==> src/rtl/pan_feed_ctrl.sv <==
// rtl/pan_feed_ctrl.sv - ASCII PAN character feed sequencer
// Turns an ASCII character stream into start/digit/end/abort strobes for a PAN checking datapath.
module pan_feed_ctrl #(
   parameter int MAX_DIGITS  = 19,
   parameter int TIMEOUT_CYC = 1000
) (
   input  logic       clk,
   input  logic       rst_n,
   input  logic       ch_valid,
   input  logic [7:0] ch_data,
   output logic       ch_ready,
   output logic       start,
   output logic       digit_valid,
   output logic [3:0] digit_in,
   output logic       pan_end,
   output logic       abort,
   input  logic       length_ok,
   input  logic       error_flag,
   output logic       busy,
   output logic       done,
   output logic       pass,
   output logic [2:0] fail_code,
   output logic [4:0] digit_cnt
);

   localparam int            TW       = $clog2(TIMEOUT_CYC + 1);
   localparam logic [TW-1:0] TMO_LAST = TW'(TIMEOUT_CYC - 1);
   localparam logic [4:0]    CNT_MAX  = 5'(MAX_DIGITS);

   localparam logic [2:0] FC_NONE     = 3'd0;
   localparam logic [2:0] FC_BAD_CHAR = 3'd1;
   localparam logic [2:0] FC_OVERLEN  = 3'd2;
   localparam logic [2:0] FC_TIMEOUT  = 3'd3;
   localparam logic [2:0] FC_LENGTH   = 3'd4;
   localparam logic [2:0] FC_DP_ERR   = 3'd5;

   typedef enum logic [3:0] {
      S_IDLE, S_START, S_DIGIT, S_GAP, S_RECV, S_END, S_SAMPLE, S_ABORT, S_DONE
   } state_t;

   state_t        state, next_state;
   logic [2:0]    abort_code;
   logic [3:0]    digit_q;
   logic [TW-1:0] tmo_cnt;

   logic accept, is_digit, is_sep, is_cr, in_stream;
   logic ready_d, start_d, digit_d, end_d, abort_d, busy_d, done_d;

   assign accept    = ch_valid & ch_ready;
   assign is_digit  = (ch_data >= 8'h30) && (ch_data <= 8'h39);
   assign is_sep    = (ch_data == 8'h20) || (ch_data == 8'h2D);
   assign is_cr     = (ch_data == 8'h0D);
   assign in_stream = (state == S_START) || (state == S_DIGIT) ||
                      (state == S_GAP)   || (state == S_RECV);

   // The idle counter only advances while waiting for a character in RECV.
   always_ff @(posedge clk or negedge rst_n) begin
      if (!rst_n) begin
         state   <= S_IDLE;
         tmo_cnt <= '0;
      end else begin
         state <= next_state;
         if (state != S_RECV || accept)
            tmo_cnt <= '0;
         else
            tmo_cnt <= tmo_cnt + 1'b1;
      end
   end

   always_comb begin
      next_state = state;
      abort_code = FC_NONE;
      case (state)
         S_IDLE:   if (accept && is_digit) next_state = S_START;
         S_START:  next_state = S_DIGIT;
         S_DIGIT:  next_state = S_GAP;
         S_GAP:    next_state = S_RECV;
         S_RECV: begin
            if (accept) begin
               if (is_digit) begin
                  if (digit_cnt >= CNT_MAX) begin
                     next_state = S_ABORT;
                     abort_code = FC_OVERLEN;
                  end else begin
                     next_state = S_DIGIT;
                  end
               end else if (is_sep) begin
                  next_state = S_RECV;
               end else if (is_cr) begin
                  next_state = S_END;
               end else begin
                  next_state = S_ABORT;
                  abort_code = FC_BAD_CHAR;
               end
            end else if (tmo_cnt == TMO_LAST) begin
               next_state = S_ABORT;
               abort_code = FC_TIMEOUT;
            end
         end
         S_END:    next_state = S_SAMPLE;
         S_SAMPLE: next_state = S_DONE;
         S_ABORT:  next_state = S_DONE;
         S_DONE:   next_state = S_IDLE;
         default:  next_state = S_IDLE;
      endcase
      // A datapath error outranks whatever the character or timer asked for.
      if (error_flag && in_stream) begin
         next_state = S_ABORT;
         abort_code = FC_DP_ERR;
      end
   end

   always_comb begin
      ready_d = (next_state == S_IDLE) || (next_state == S_RECV);
      start_d = (next_state == S_START);
      digit_d = (next_state == S_DIGIT);
      end_d   = (next_state == S_END);
      abort_d = (next_state == S_ABORT);
      done_d  = (next_state == S_DONE);
      busy_d  = (next_state != S_IDLE);
   end

   // Strobes are decoded from next_state so they appear registered, aligned with the state.
   always_ff @(posedge clk or negedge rst_n) begin
      if (!rst_n) begin
         ch_ready    <= 1'b0;
         start       <= 1'b0;
         digit_valid <= 1'b0;
         pan_end     <= 1'b0;
         abort       <= 1'b0;
         busy        <= 1'b0;
         done        <= 1'b0;
         digit_in    <= 4'd0;
         digit_q     <= 4'd0;
         digit_cnt   <= 5'd0;
         pass        <= 1'b0;
         fail_code   <= FC_NONE;
      end else begin
         ch_ready    <= ready_d;
         start       <= start_d;
         digit_valid <= digit_d;
         pan_end     <= end_d;
         abort       <= abort_d;
         busy        <= busy_d;
         done        <= done_d;
         if (accept && is_digit)
            digit_q <= ch_data[3:0];
         if (digit_d) begin
            digit_in  <= (state == S_RECV) ? ch_data[3:0] : digit_q;
            digit_cnt <= digit_cnt + 5'd1;
         end
         if (state == S_IDLE && start_d) begin
            digit_cnt <= 5'd0;
            pass      <= 1'b0;
            fail_code <= FC_NONE;
         end
         if (abort_d && state != S_ABORT) begin
            pass      <= 1'b0;
            fail_code <= abort_code;
         end
         if (state == S_SAMPLE) begin
            if (error_flag) begin
               pass      <= 1'b0;
               fail_code <= FC_DP_ERR;
            end else if (!length_ok) begin
               pass      <= 1'b0;
               fail_code <= FC_LENGTH;
            end else begin
               pass      <= 1'b1;
               fail_code <= FC_NONE;
            end
         end
      end
   end

endmodule
==> config.mk <==
export PLATFORM = sky130hd
export DESIGN_NAME = pan_feed_ctrl
export DESIGN_NICKNAME = d
export VERILOG_FILES = /design/src/rtl/pan_feed_ctrl.sv
export SDC_FILE = /design/constraint.sdc
export NUM_CORES = 1
export LEC_CHECK = 0
export CAP_MARGIN = 10
export CORE_UTILIZATION = 47
export CTS_BUF_LIST = sky130_fd_sc_hd__clkbuf_16
export DETAILED_ROUTE_END_ITERATION = 6
export PLACE_DENSITY_LB_ADDON = 0.25
export RECOVER_POWER = 50
export REMOVE_ABC_BUFFERS = 1
export SETUP_SLACK_MARGIN = 0.2
export SLEW_MARGIN = 20
export SYNTH_ARGS = -nofsm -noshare
export SYNTH_HDL_FRONTEND = slang
export SYNTH_SLANG_ARGS = --single-unit
==> constraint.sdc <==
create_clock -name clk -period 2.1 [get_ports clk]
set_input_delay 0.42 -clock clk [delete_from_list [all_inputs] [get_ports clk]]
set_output_delay 0.42 -clock clk [all_outputs]
set_load 0.01 [all_outputs]
==> results of run 1 <==
## routing by layer
layer  track usage, %  up-vias  wire [µm]  part of all wire (%)
met5                0        -          0                     0
met4            17.12        0        138                   2.5
met3            7.639       15        202                   3.7
met2            51.03       47       2999                    55
met1            31.23      870       2117                    39
li1                 -      834          -                     -
## path summary, 6_finish.rpt
path	from	to	slack, ns	cells after the start
worst max register to register	digit_cnt[0]	digit_cnt[4]	-0.07	10
worst max-delay path	digit_cnt[0]	digit_cnt[4]	-0.07	10
worst min register to register	digit_q[1]	digit_q[1]	0.48	2
max in group asynchronous	rst_n	state[0]	1.17	1
worst min-delay path	rst_n	tmo_cnt[4]	0.28	1
min in group clk	digit_q[1]	digit_q[1]	0.48	2
## registers in the layout (all words and copies together), names as in the netlist, 3 cells and up
name	count
digit_q	4
digit_in	4
tmo_cnt	10
digit_cnt	5
state	4
fail_code	3
## logic make-up after synthesis
group,count (synthesis),synth area share [%]
and+or+nand+nor,86,24.75
xor gates and xnor gates,7,3.252
muxes,7,3.716
DFF,38,50.43
buffers and inverters,12,3.317
AOI/OAI and AO/OA,32,13.21
adders and majority gates,2,1.327
## layout by cell type, fill, tap and decap left out, types with 2 or more instances in the layout
master / synthesis / routed
buf_4: 2 / 48
dfrtp_1: 38 / 36
nand2_1: 27 / 24
clkdlybuf4s50_1: 0 / 21
nor2_1: 18 / 14
dlygate4sd2_1: 0 / 8
mux2i_1: 7 / 7
nand3_1: 7 / 6
inv_1: 5 / 5
a21oi_1: 5 / 5
clkbuf_16: 0 / 5
buf_6: 1 / 5
nand4_1: 4 / 4
and3_1: 5 / 4
o21ai_0: 4 / 4
a21oi_2: 4 / 4
xor2_1: 4 / 4
nand2b_1: 3 / 3
nor3_1: 4 / 3
a21o_1: 3 / 3
nor4b_2: 1 / 2
nand2_4: 0 / 2
nor2_2: 0 / 2
o21ai_1: 3 / 2
and3_4: 0 / 2
nor3_4: 0 / 2
or3_1: 2 / 2
xnor2_1: 3 / 2
nor2_4: 0 / 2
dlymetal6s2s_1: 0 / 2
dfrtp_2: 0 / 2
## metrics by stage
step / hold WS (ns) / util [%] / TNS, ns / cells / setup WS, ns
after floorplan: 0.1244 / - / -5.148 / 178 / -0.5374
after global placement: 0.4563 / 67.55 / -4.580 / 299 / -0.3306
after detailed placement: 0.4706 / 67.55 / -6.190 / 299 / -0.4473
after CTS: 0.2695 / 76.17 / 0 / 314 / 0.005287
after global routing: 0.3603 / 79.01 / -1.717 / 320 / -0.1746
final: 0.2765 / 79.01 / -0.3806 / 320 / -0.06698
## worst register-to-register path, stage by stage, from the launching register on
cell       delay [ns]
dfrtp_1          0.41
buf_6            0.14
a2111oi_4        0.34
buf_4            0.18
o2111ai_4        0.11
a21oi_2          0.18
inv_2            0.08
nor4_4           0.16
buf_6            0.17
nand4_1          0.13
mux2i_1          0.15
## repair_timing
action,in CTS,in global routing
setup buffers,6,6
cloned,1,0
setup endpoints to repair,18,20
pin swaps,18,3
gates resized for setup,38,14
## area by class of cell
| type | instances | share of cell area (%) |
|---|---|---|
| multi-input cells | 134 | 35.49 |
| flip-flops and latches | 38 | 32.23 |
| repair buffers | 86 | 24.70 |
| clock buffers | 5 | 4.230 |
| well taps | 48 | 2.030 |
| inverters | 6 | 0.7614 |
| clock inverters | 3 | 0.5499 |
## where the power goes
group,internal (W),total [W],switching [W]
registers,0.000952,0.00115,0.000199
logic,0.00115,0.00220,0.00105
clock network,0.000432,0.000709,0.000276
==> metrics.md, run 1 <==
| Metric | Value |
|---|---|
| Status | finished with violations |
| Violated checks | negative setup slack |
| Largest net degree at the start of global routing | 39 |
| Critical Path AT | 2.33 ns |
| Worst vdd ir | 0.0007679 V |
| Final Total Pwr | ~0.0041 W |
| Layout cells sized above 1 | roughly 36% |
| Cells after Synth | approximately 180 |
| CORE AREA | between 3000 and 4000 µm² |
| Clk buf depth | 2 |
| Final setup fails | 12 |
| Total CTS buffers | 5 |
| Post-synth top cells | dfrtp_1 (38), nand2_1 (27), nor2_1 (18), mux2i_1 (7), nand3_1 (7) |
| Slew @ Worst Pin | around 0.94 ns |
| Area occupied by multi-input gates | 1050 µm² |
| Reg area | 953.4 µm² |
| Root buf cell | clkbuf_16 |
| Crit path largest cell delay | between 0.4 and 0.5 ns |
| Top-count cell post-synth | dfrtp_1 |
| Cell variety after synth | 50 |
| # clock sinks | 38 |
| Leading area contributor after synthesis | dfrtp_1 |
| Avg Inst Size Synth | ~10 µm² |
| Static leakage | roughly 1.4 nW |
| First-pass GRT wire length | about 9000 µm |
| Clock-pin slew on the worst setup and hold paths | 0.06 ns |
| Startpoint type of the worst setup path | flop |
| ANT cells | 0 |
| Max Clock Freq | ~0.46 GHz |
| Fin crit period | roughly 2.2 ns |
| Number of max-cap violations | 0 |
| Worst path required time | between 2 and 2.5 ns |
| Register area share after synthesis | 50.43% |
| Die area | ~4300 µm² |
| Area Overhead vs Synth | 56.87% |
| Initial core utilization | between 50% and 60% |
| Hold Path Class | primary input to async pin |
| # DRC | 0 |
| CP cell instances | buf_6 -> a2111oi_4 -> buf_4 -> o2111ai_4 -> a21oi_2 -> inv_2 -> nor4_4 -> buf_6 -> nand4_1 -> mux2i_1 |
| DPL Wire Length | between 3000 and 4000 µm |
| Share of flip-flops with an asynchronous set or reset | between 90% and 100% |
| Total Routed Length | approximately 5500 µm |
| P per Cell Area | 1373 nW/µm² |
| Net count, final | around 290 |
| Wire per inst | approximately 17 µm |
| CTS tree | built |
| Largest cells by area after synthesis | dfrtp_1 (50%), nand2_1 (5.4%), mux2i_1 (3.7%) |
| Final clock period utilization by the worst path | 103.2% |
| Area fraction of the dominant cell type after synthesis | 50.43% |
| Placed instance area | about 2500 µm² |
| Delay-heaviest family, CP | compound AO/OA/AOI/OAI gates |
| Final hold viol count | 0 |
| Crit-path max FO | 7 |
| Post-Syn Area | 1886 µm² |
| Placer Congestion | between 0.9 and 1 |
| Main synth FF type | dfrtp_1 |
| Fillers | 233 |
| Number of synthesized flops with an enable pin | 0 |
| Top Ports | 33 |
| Clk Latency, worst-skew pair | 0.28 ns |
| Vias in the first global route | 1895 |
| Setup CP Type | flop to flop |
| DR iter-0 viols | approximately 140 |
| Fin worst setup slack | -0.06698 ns |
| # rows | 22 |
| IO Port Bufs | 32 |
| Hold_buf cts | 0 |
| Remaining global-route overflow | 0 |
| Die width | between 60 and 70 µm |
| RSZ-0062 raised after global routing | yes |
| Worst setup EP type | flop |
| Ys Warns | 0 |
| Finished Cell Area | just under 3000 µm² |
| Final max-slew violation count | 0 |
| Slowest cell on the critical path | dfrtp_1 |
| CP dominant cell by count | buf_6 |
| Clk_skew | about 0.0053 ns |
| Via-per-instance ratio | between 5 and 6 |
| Drt pass-1 iters | 4 |
| #FFs+latches synth | 38 |
| H-tree levels | 2 |
| All-layer global routing usage | between 20% and 30% |
| Post-DRT Antenna Nets | 0 |
| CP Buf/Inv Count | 4 |
| Initial antenna violation count | 0 |
| Die H | between 60 and 70 µm |
| Slew HR | around 37% |
| Vias | around 1800 |
No activity file was read; power rests on OpenSTA's default activity.
==> run 2: changes to the inputs <==
--- a/config.mk
+++ b/config.mk
@@ -6,7 +6,7 @@
 export NUM_CORES = 1
 export LEC_CHECK = 0
 export CAP_MARGIN = 10
-export CORE_UTILIZATION = 47
+export CORE_UTILIZATION = 30
 export CTS_BUF_LIST = sky130_fd_sc_hd__clkbuf_16
 export DETAILED_ROUTE_END_ITERATION = 6
 export PLACE_DENSITY_LB_ADDON = 0.25
==> run 2 against run 1 <==
  * Clock skew fell by 0.0027 ns
  * The flow still finishes with violations (negative setup slack)
  * Largest power group unchanged
  * Die area rose by 55%
  * Core utilization fell by 27 points
  * Sequential share of layout area fell by 1.7 points
  * Critical endpoint is now digit_cnt[3]
  * Combinational power rose by 10%
  * Routed wire length fell by 9.0%
==> metrics.md, run 2 (synthesis results as in run 1) <==
| Metric | Value |
|---|---|
| Max FFs per register | 10 (unchanged) |
| Static leakage | 1.468 nW (+3.8%) |
| Crit-path max FO | 8 (+1) |
| DR iter-0 viols | 72 (-48%) |
| Critical Path AT | 2.30 ns (-0.03 ns) |
| Die area | 6606 µm² (+55%) |
| Delay-heaviest family, CP | compound AO/OA/AOI/OAI gates |
| Clock-pin slew on the worst setup and hold paths | 0.05 ns (about the same) |
| Largest registers | tmo_cnt x10, digit_cnt x5 |
| DPL Wire Length | 3298 µm (-7.0%) |
| Most frequent cells in the layout | buf_4 (60), dfrtp_1 (35), nand2_1 (24) |
| ANT cells | 0 (unchanged) |
| Total Routed Length | 4969 µm (-9.0%) |
| CP dominant cell by count | buf_6 |
| # DRC | 0 (unchanged) |
| First-pass GRT wire length | 8073 µm (-11%) |
| Fin cells | 359 (+12%) |
| Largest Register | tmo_cnt |
| Hold Path Class | primary input to async pin |
| Worst setup EP type | flop |
| IO Port Bufs | 32 (unchanged) |
| Setup CP Type | flop to flop |
| # rows | 28 (+27%) |
| Reg2Reg Depth | 10 (unchanged) |
| Worst vdd ir | 0.0007335 V (-4.5%) |
| Final clock period utilization by the worst path | 101.9% (-1.3 points) |
| Root buf cell | clkbuf_16 |
| Final max-slew violation count | 0 (unchanged) |
| H-tree levels | 2 (unchanged) |
| Max Clock Freq | 0.4672 GHz (+1.2%) |
| Slowest cell on the critical path | dfrtp_1 |
| Total CTS buffers | 5 (unchanged) |
| Fin crit period | 2.140 ns (-0.02672 ns) |
| Final hold viol count | 0 (unchanged) |
| CORE AREA | 5991 µm² (+60%) |
| Post-DRT Antenna Nets | 0 (unchanged) |
| Largest net degree at the start of global routing | 39 (unchanged) |
| Worst slack, placed | -0.4897 ns (-0.04238 ns) |
| Clk Latency, worst-skew pair | 0.28 ns (about the same) |
| Slew @ Worst Pin | 0.9578 ns (+0.01490 ns) |
| Fin worst setup slack | -0.04026 ns (+0.02672 ns) |
| Wire per inst | 13.84 µm (-19%) |
| Net count, final | 299 (+4.5%) |
| P per Cell Area | 1413 nW/µm² (+2.9%) |
| Post-Place Cells | 335 (+12%) |
| Area Overhead vs Synth | 65.89% |
| Die width | 81.28 µm (+24%) |
| # clock sinks | 38 (unchanged) |
| Commonest non-fill, non-tap cell in the layout | buf_4 |
| Initial antenna violation count | 0 (unchanged) |
| Placed instance area | 2630 µm² (+4.0%) |
| Vias | 1737 (-1.6%) |
| All-layer global routing usage | 16.51% (-13 points) |
| Top Ports | 33 (unchanged) |
| Status | finished with violations |
| Placer Congestion | 0.8252 (-13%) |
| Finished Cell Area | 3128 µm² (+5.8%) |
| Slew HR | 36.15% (-0.99 points) |
| Reg-to-Reg Start | digit_cnt[0] |
| Clk_skew | 0.002590 ns (-0.002734 ns) |
| Crit path largest cell delay | 0.40 ns (about the same) |
| CTS tree | built |
| Initial core utilization | 31.47% (-19 points) |
| Number of max-cap violations | 0 (unchanged) |
| Fillers | 530 (+130%) |
| Remaining global-route overflow | 0 (unchanged) |
| Drt pass-1 iters | 4 (unchanged) |
| R2r endpoint | digit_cnt[3] |
| Final setup fails | 8 (-4) |
| Startpoint type of the worst setup path | flop |
| Hold_buf cts | 0 (unchanged) |
| CP Buf/Inv Count | 4 (unchanged) |
| Violated checks | negative setup slack |
| Clk buf depth | 2 (unchanged) |
| Worst path required time | 2.26 ns (about the same) |
| Via-per-instance ratio | 4.838 (-12%) |
| CP cell instances | buf_6 -> a2111oi_4 -> buf_4 -> o2111ai_4 -> a21oi_2 -> inv_2 -> nor4_4 -> buf_6 -> nand4_1 -> mux2i_1 |
| RSZ-0062 raised after global routing | yes |
| Die H | 81.28 µm (+24%) |
| Vias in the first global route | 1700 (-10%) |
| Layout cells sized above 1 | 40.49% (+4.8 points) |
| Setup slack, reg-to-reg | -0.04 ns (+0.03 ns) |
-- run 2: metal layers --
| layer | part of all wire [%] | GRT usage, % | vias up |
|---|---|---|---|
| met1 | 46 | 21.49 | 843 |
| met3 | 3.2 | 3.483 | 6 |
| met4 | 1.4 | 6.429 | 0 |
| li1 | - | - | 859 |
| met2 | 49 | 26.58 | 29 |
| met5 | 0 | 0 | - |
-- run 2: final cells by class --
| cell class | instances | area [µm²] | area share, % |
|---|---|---|---|
| sequential | 38 | 954.7 | 30.52 |
| inverter | 6 | 25.02 | 0.8000 |
| clock inverter | 2 | 33.78 | 1.080 |
| multi-input combinational | 134 | 1061 | 33.92 |
| timing repair buffer | 99 | 834.6 | 26.68 |
| tap | 75 | 93.84 | 3.000 |
| clock buffer | 5 | 125.1 | 4.000 |
-- run 2: through the flow --
| stage | setup TNS, ns | total power, W | utilization, % | hold WS, ns |
|---|---|---|---|---|
| after floorplan | -5.148 | 0.001943 | - | 0.1244 |
| after global routing | -1.523 | 0.004707 | 52.21 | 0.4706 |
| after detailed placement | -6.361 | 0.002926 | 43.90 | 0.4603 |
| final | -0.1208 | 0.004420 | 52.21 | 0.3728 |
| after CTS | -0.02060 | 0.004169 | 50.29 | 0.2126 |
| after global placement | -5.392 | 0.002914 | 43.90 | 0.4574 |
-- run 2: what timing repair did --
| item | 4_1_cts | 5_1_grt |
|---|---|---|
| setup endpoints to repair | 19 | 18 |
| pin swaps | 22 | 10 |
| resized for setup | 42 | 18 |
| buffers inserted | 11 | 6 |
-- run 2: how the worst max path moves through the flow --
| stage | from | to | slack, ns | cells after the start |
|---|---|---|---|---|
| floorplan | state[0] | digit_cnt[3] | -0.54 | 5 |
| detailed placement | error_flag | pass | -0.49 | 9 |
| CTS | digit_cnt[0] | digit_cnt[3] | -0.02 | 10 |
| global route | digit_cnt[0] | digit_cnt[4] | -0.15 | 10 |
| global placement | ch_data[3] | busy | -0.47 | 8 |
| finish | digit_cnt[0] | digit_cnt[3] | -0.04 | 10 |
-- run 2: power breakdown --
group / switching [W] / internal, W
registers: 0.000208 / 0.000953
clock network: 0.000277 / 0.000549
logic: 0.00108 / 0.00136
